[config.mk]
export PLATFORM = sky130hd
export DESIGN_NAME = serial_subtractor
export DESIGN_NICKNAME = d
export VERILOG_FILES = /design/src/rtl/serial_subtractor_pkg.sv /design/src/rtl/serial_subtractor_digit.sv /design/src/rtl/serial_subtractor.sv
export SDC_FILE = /design/constraint.sdc
export NUM_CORES = 1
export LEC_CHECK = 0
export BUFFER_PORTS_ARGS = -buffer_cell sky130_fd_sc_hd__buf_2
export CORE_AREA = 2 2 73 75
export DETAILED_ROUTE_END_ITERATION = 10
export DIE_AREA = 0 0 75 77
export GPL_TIMING_DRIVEN = 0
export HOLD_SLACK_MARGIN = 0.02
export PLACE_DENSITY = 0.78
export SKIP_CTS_REPAIR_TIMING = 1
export SLEW_MARGIN = 25
export SYNTH_ARGS = -nofsm -noshare
export SYNTH_HDL_FRONTEND = slang
export SYNTH_HIERARCHICAL = 1
export SYNTH_SLANG_ARGS = --single-unit
[constraint.sdc]
create_clock -name clk -period 4 [get_ports clk]
set_clock_uncertainty 0.2 [all_clocks]
set_input_delay 0.2 -clock clk [delete_from_list [all_inputs] [get_ports clk]]
set_output_delay 0.2 -clock clk [all_outputs]
set_load 0.03 [all_outputs]
[src/rtl/serial_subtractor_pkg.sv]
// Shared types and helpers for the digit-serial subtractor.
package serial_subtractor_pkg;

    typedef enum logic [1:0] {
        IDLE = 2'd0,
        BUSY = 2'd1,
        DONE = 2'd2
    } state_t;

    // Number of digit cycles needed to cover the full operand width.
    function automatic int num_digits(input int width, input int digit);
        if (digit < 1) begin
            return 1;
        end else begin
            return width / digit;
        end
    endfunction

endpackage

[src/rtl/serial_subtractor_digit.sv]
// One DIGIT-wide ripple of full-subtract cells; purely combinational.
module digit_subtractor #(
    parameter int DIGIT = 4
) (
    input  logic [DIGIT-1:0] a_d,
    input  logic [DIGIT-1:0] b_d,
    input  logic             br_in,
    output logic [DIGIT-1:0] diff_d,
    output logic             br_out
);

    logic [DIGIT:0] w_br;

    assign w_br[0] = br_in;

    for (genvar i = 0; i < DIGIT; i++) begin : g_cell
        assign diff_d[i]  = a_d[i] ^ b_d[i] ^ w_br[i];
        assign w_br[i+1]  = (~a_d[i] & b_d[i]) | (~(a_d[i] ^ b_d[i]) & w_br[i]);
    end

    assign br_out = w_br[DIGIT];

endmodule

[src/rtl/serial_subtractor.sv]
// Digit-serial A - B - Bin with valid/ready on both sides, borrow-out and signed overflow.
module serial_subtractor
    import serial_subtractor_pkg::*;
#(
    parameter int WIDTH = 16,
    parameter int DIGIT = 4
) (
    input  logic             clk,
    input  logic             rst_n,
    input  logic             in_valid,
    output logic             in_ready,
    input  logic [WIDTH-1:0] a,
    input  logic [WIDTH-1:0] b,
    input  logic             bin,
    output logic             out_valid,
    input  logic             out_ready,
    output logic [WIDTH-1:0] diff,
    output logic             bout,
    output logic             ovf
);

    localparam int N  = num_digits(WIDTH, DIGIT);
    localparam int KW = (N > 1) ? $clog2(N) : 1;
    localparam int BW = (WIDTH > 1) ? $clog2(WIDTH) : 1;
    localparam logic [KW-1:0] K_LAST = KW'(N - 1);

    if ((WIDTH % DIGIT) != 0 || DIGIT < 1 || DIGIT > WIDTH) begin : g_param_check
        $error("serial_subtractor: WIDTH must be a non-zero multiple of DIGIT");
    end

    state_t           r_state;
    logic [KW-1:0]    r_k;
    logic [WIDTH-1:0] r_a;
    logic [WIDTH-1:0] r_b;
    logic             r_br;
    logic [WIDTH-1:0] r_diff;
    logic             r_bout;
    logic             r_ovf;

    logic [BW-1:0]    w_base;
    logic [DIGIT-1:0] w_a_d;
    logic [DIGIT-1:0] w_b_d;
    logic [DIGIT-1:0] w_diff_d;
    logic             w_br_out;

    // One shared digit slice, steered by the digit counter.
    assign w_base = BW'(int'(r_k) * DIGIT);
    assign w_a_d  = r_a[w_base +: DIGIT];
    assign w_b_d  = r_b[w_base +: DIGIT];

    digit_subtractor #(.DIGIT(DIGIT)) u_digit (
        .a_d    (w_a_d),
        .b_d    (w_b_d),
        .br_in  (r_br),
        .diff_d (w_diff_d),
        .br_out (w_br_out)
    );

    // Control FSM plus operand, borrow and result registers.
    always_ff @(posedge clk) begin
        if (!rst_n) begin
            r_state <= IDLE;
            r_k     <= '0;
            r_a     <= '0;
            r_b     <= '0;
            r_br    <= 1'b0;
            r_diff  <= '0;
            r_bout  <= 1'b0;
            r_ovf   <= 1'b0;
        end else begin
            case (r_state)
                IDLE: begin
                    if (in_valid) begin
                        r_a     <= a;
                        r_b     <= b;
                        r_br    <= bin;
                        r_k     <= '0;
                        r_state <= BUSY;
                    end
                end
                BUSY: begin
                    r_diff[w_base +: DIGIT] <= w_diff_d;
                    r_br                    <= w_br_out;
                    if (r_k == K_LAST) begin
                        r_bout  <= w_br_out;
                        r_ovf   <= (r_a[WIDTH-1] != r_b[WIDTH-1]) &&
                                   (w_diff_d[DIGIT-1] != r_a[WIDTH-1]);
                        r_k     <= '0;
                        r_state <= DONE;
                    end else begin
                        r_k <= r_k + KW'(1);
                    end
                end
                DONE: begin
                    if (out_ready) begin
                        r_state <= IDLE;
                    end
                end
                default: begin
                    r_state <= IDLE;
                    r_k     <= '0;
                end
            endcase
        end
    end

    assign in_ready  = (r_state == IDLE) && rst_n;
    assign out_valid = (r_state == DONE);
    assign diff      = r_diff;
    assign bout      = r_bout;
    assign ovf       = r_ovf;

endmodule

==> results.sh <==
export IMPL_status="finished clean"
export IMPL_final_nets=425
export IMPL_cp_common_cell="fa_1"
export IMPL_synthFlopType="dfxtp_1"
export IMPL_diodes=0
export IMPL_clockBufferDepth=2
export IMPL_rsz0062_at_grt="false"
export IMPL_grt_pass1_vias=2161
export IMPL_synth_edf_count=0
export IMPL_die_area_um2=5780
export IMPL_dieHeight_um=77
export IMPL_worstSetupPathType="reg -> reg"
export IMPL_antenna_found_initial=0
export IMPL_ir_drop_mv=0.194
export IMPL_dr_total_vias=2322
export IMPL_pin_count=57
export IMPL_grt_pass1_wl_mm=9.69
export IMPL_grt_ovfl_total=0
export IMPL_slew_viol_final=0
export IMPL_syn_cell_area_um2=2610
export IMPL_design_area_um2=3410
export IMPL_clkSinkCount=55
export IMPL_final_layout_size_suffix_gt1_frac=0.224
export IMPL_avgRoutedWirePerCell_um=14.3
export IMPL_first_pass_iters=4
export IMPL_clk_pin_slew_worst_paths_ns=0.09
export IMPL_worst_hold_slack_ns=0.0319
export IMPL_drc=0
export IMPL_synth_top_cell_area_share=0.422
export IMPL_yosys_top_cells_area="dfxtp_1 (42%), nand2_1 (12%), a21boi_1 (8.6%)"
export IMPL_fmax_mhz=263
export IMPL_maxCapViolations=0
export IMPL_coreArea_um2=4980
export IMPL_finalHoldViolations=0
export IMPL_p_leak_nw=1.46
export IMPL_grt_max_degree=16
export IMPL_vias_per_cell=5.16
export IMPL_cts_buffers=5
export IMPL_cp_end_kind="register"
export IMPL_tightest_slew_ns=0.597
export IMPL_ys_warn_count=6
export IMPL_slowest_stage="fa_1"
export IMPL_maxSlewHeadroom=0.602
export IMPL_place_congestion=0.879
export IMPL_setup_viol=0
export IMPL_yosys_area_top_type="dfxtp_1"
export IMPL_synth_top_cells_by_count="nand2_1 (83), dfxtp_1 (55), a21boi_1 (30)"
export IMPL_postRouteAntennaNets=0
export IMPL_initial_core_util=0.525
export IMPL_ys_seq_area_frac=0.422
export IMPL_chipWidth_um=75
export IMPL_area_growth_pct=30.6
export IMPL_period_share=0.949
export IMPL_cp_start_kind="register"
export IMPL_path_max_fanout=10
export IMPL_cp_arrival_ns=3.83
export IMPL_track_usage=0.216
export IMPL_placed_cell_area_um2=2980
export IMPL_dp_slack_ns=0.244
export IMPL_setup_tns_ns=0
export IMPL_insertion_delay_ns=0.31
export IMPL_finalWorstSetupSlack_ns=0.205
export IMPL_crit_required_ns=4.04
export IMPL_hold_class="in -> reg"
export IMPL_htree_levels=2
export IMPL_finalCriticalPeriod_ns=3.80
export IMPL_cts_tree="yes"
export IMPL_nFillCells=402
export IMPL_dp_hpwl_mm=4.20
export IMPL_synth_cell_types=37
export IMPL_syn_inst=283
export IMPL_port_buffers=56
export IMPL_ys_async_sr_fraction=0
export IMPL_syn_num_nets=329
export IMPL_p_per_area_nw_per_um2=333
export IMPL_root_buffer="clkbuf_8"
export IMPL_cp_cell_sequence="clkbuf_1 -> mux4_1 -> inv_1 -> fa_1 -> inv_1 -> fa_1 -> fa_1 -> inv_1 -> fa_1 -> or3b_2 -> a31oi_1"
export IMPL_routed_wl_mm=6.42
export IMPL_avgSynthCellArea_um2=9.23
export IMPL_floorplan_rows=26
export IMPL_ys_ff_latch=55
export IMPL_p_total_mw=1.14
export IMPL_critPathMaxStageDelay_ns=0.50
export IMPL_yosysMostFrequentCell="nand2_1"
export IMPL_drtIter0Drc=164
[placed cells by master, fill, tap and decap left out, types with 5 or more instances in the layout]
cell type      count
a21boi_0           7
a21boi_1          30
buf_2             63
buf_6              6
clkbuf_1           7
clkbuf_8           7
dfxtp_1           55
dlygate4sd3_1     33
ha_1               5
inv_1             15
mux4_1             5
nand2_1           83
nor2_1             6
o22ai_1            9
[final timing paths]
| check | from | to | slack, ns | cells past startpoint |
|---|---|---|---|---|
| worst max-delay path | r_k[1] | ovf | 0.20 | 11 |
| worst min-delay path | in_valid | r_state[0] | 0.03 | 3 |
| worst max register to register | r_k[1] | ovf | 0.20 | 11 |
| worst min register to register | r_a[0] | r_a[0] | 0.26 | 2 |
[sequential cells by signal, summed over array words and instances, names as in the netlist]
register	cells
r_br	1
r_state	2
r_b	16
r_k	2
ovf	1
bout	1
diff	16
r_a	16
[power breakdown]
part / leakage [nW] / switching [mW] / total (mW) / internal [mW]
sequential: 0.449 / 0.0135 / 0.585 / 0.572
clock: 0.0515 / 0.173 / 0.331 / 0.158
combinational: 0.962 / 0.119 / 0.219 / 0.100
total: 1.46 / 0.305 / 1.14 / 0.830
[through the flow]
| step | std cells | utilization |
|---|---|---|
| floorplan | 283 | - |
| CTS | 417 | 0.619 |
| detailed placement | 409 | 0.599 |
| global route | 450 | 0.685 |
| finish | 450 | 0.685 |
| global placement | 409 | 0.599 |
[routing by layer]
layer  wire [um]  part of all wire  GRT usage
met4          97             0.015     0.0536
met3         328             0.051     0.0407
met5           0                 0          0
met1        2720              0.42      0.270
met2        3270              0.51      0.375
[critical path, delay by kind of cell (launching register included)]
family | cells | cell delay, ns
adders and majority gates | 4 | 1.41
DFF | 1 | 0.38
buffers and inverters | 4 | 0.72
AOI/OAI and AO/OA | 1 | 0.15
and+or+nand+nor | 1 | 0.48
muxes | 1 | 0.38
[final cells by class]
type                    instances  area (um^2)  share of cell area
well taps                      70         87.6              0.0257
multi-input cells             193         1330               0.389
repair buffers                 89          611               0.179
flip-flops and latches         55         1100               0.323
inverters                      16         60.1              0.0176
clock buffers                   8          100              0.0294
plain buffers                  19          125              0.0367
[cell families after synthesis]
family          synth area share
simple gates               0.210
fa+ha+maj                 0.0546
mux                       0.0800
buf+inv                   0.0709
flops                      0.422
compound gates             0.163
(Power assumes the default switching activity.)
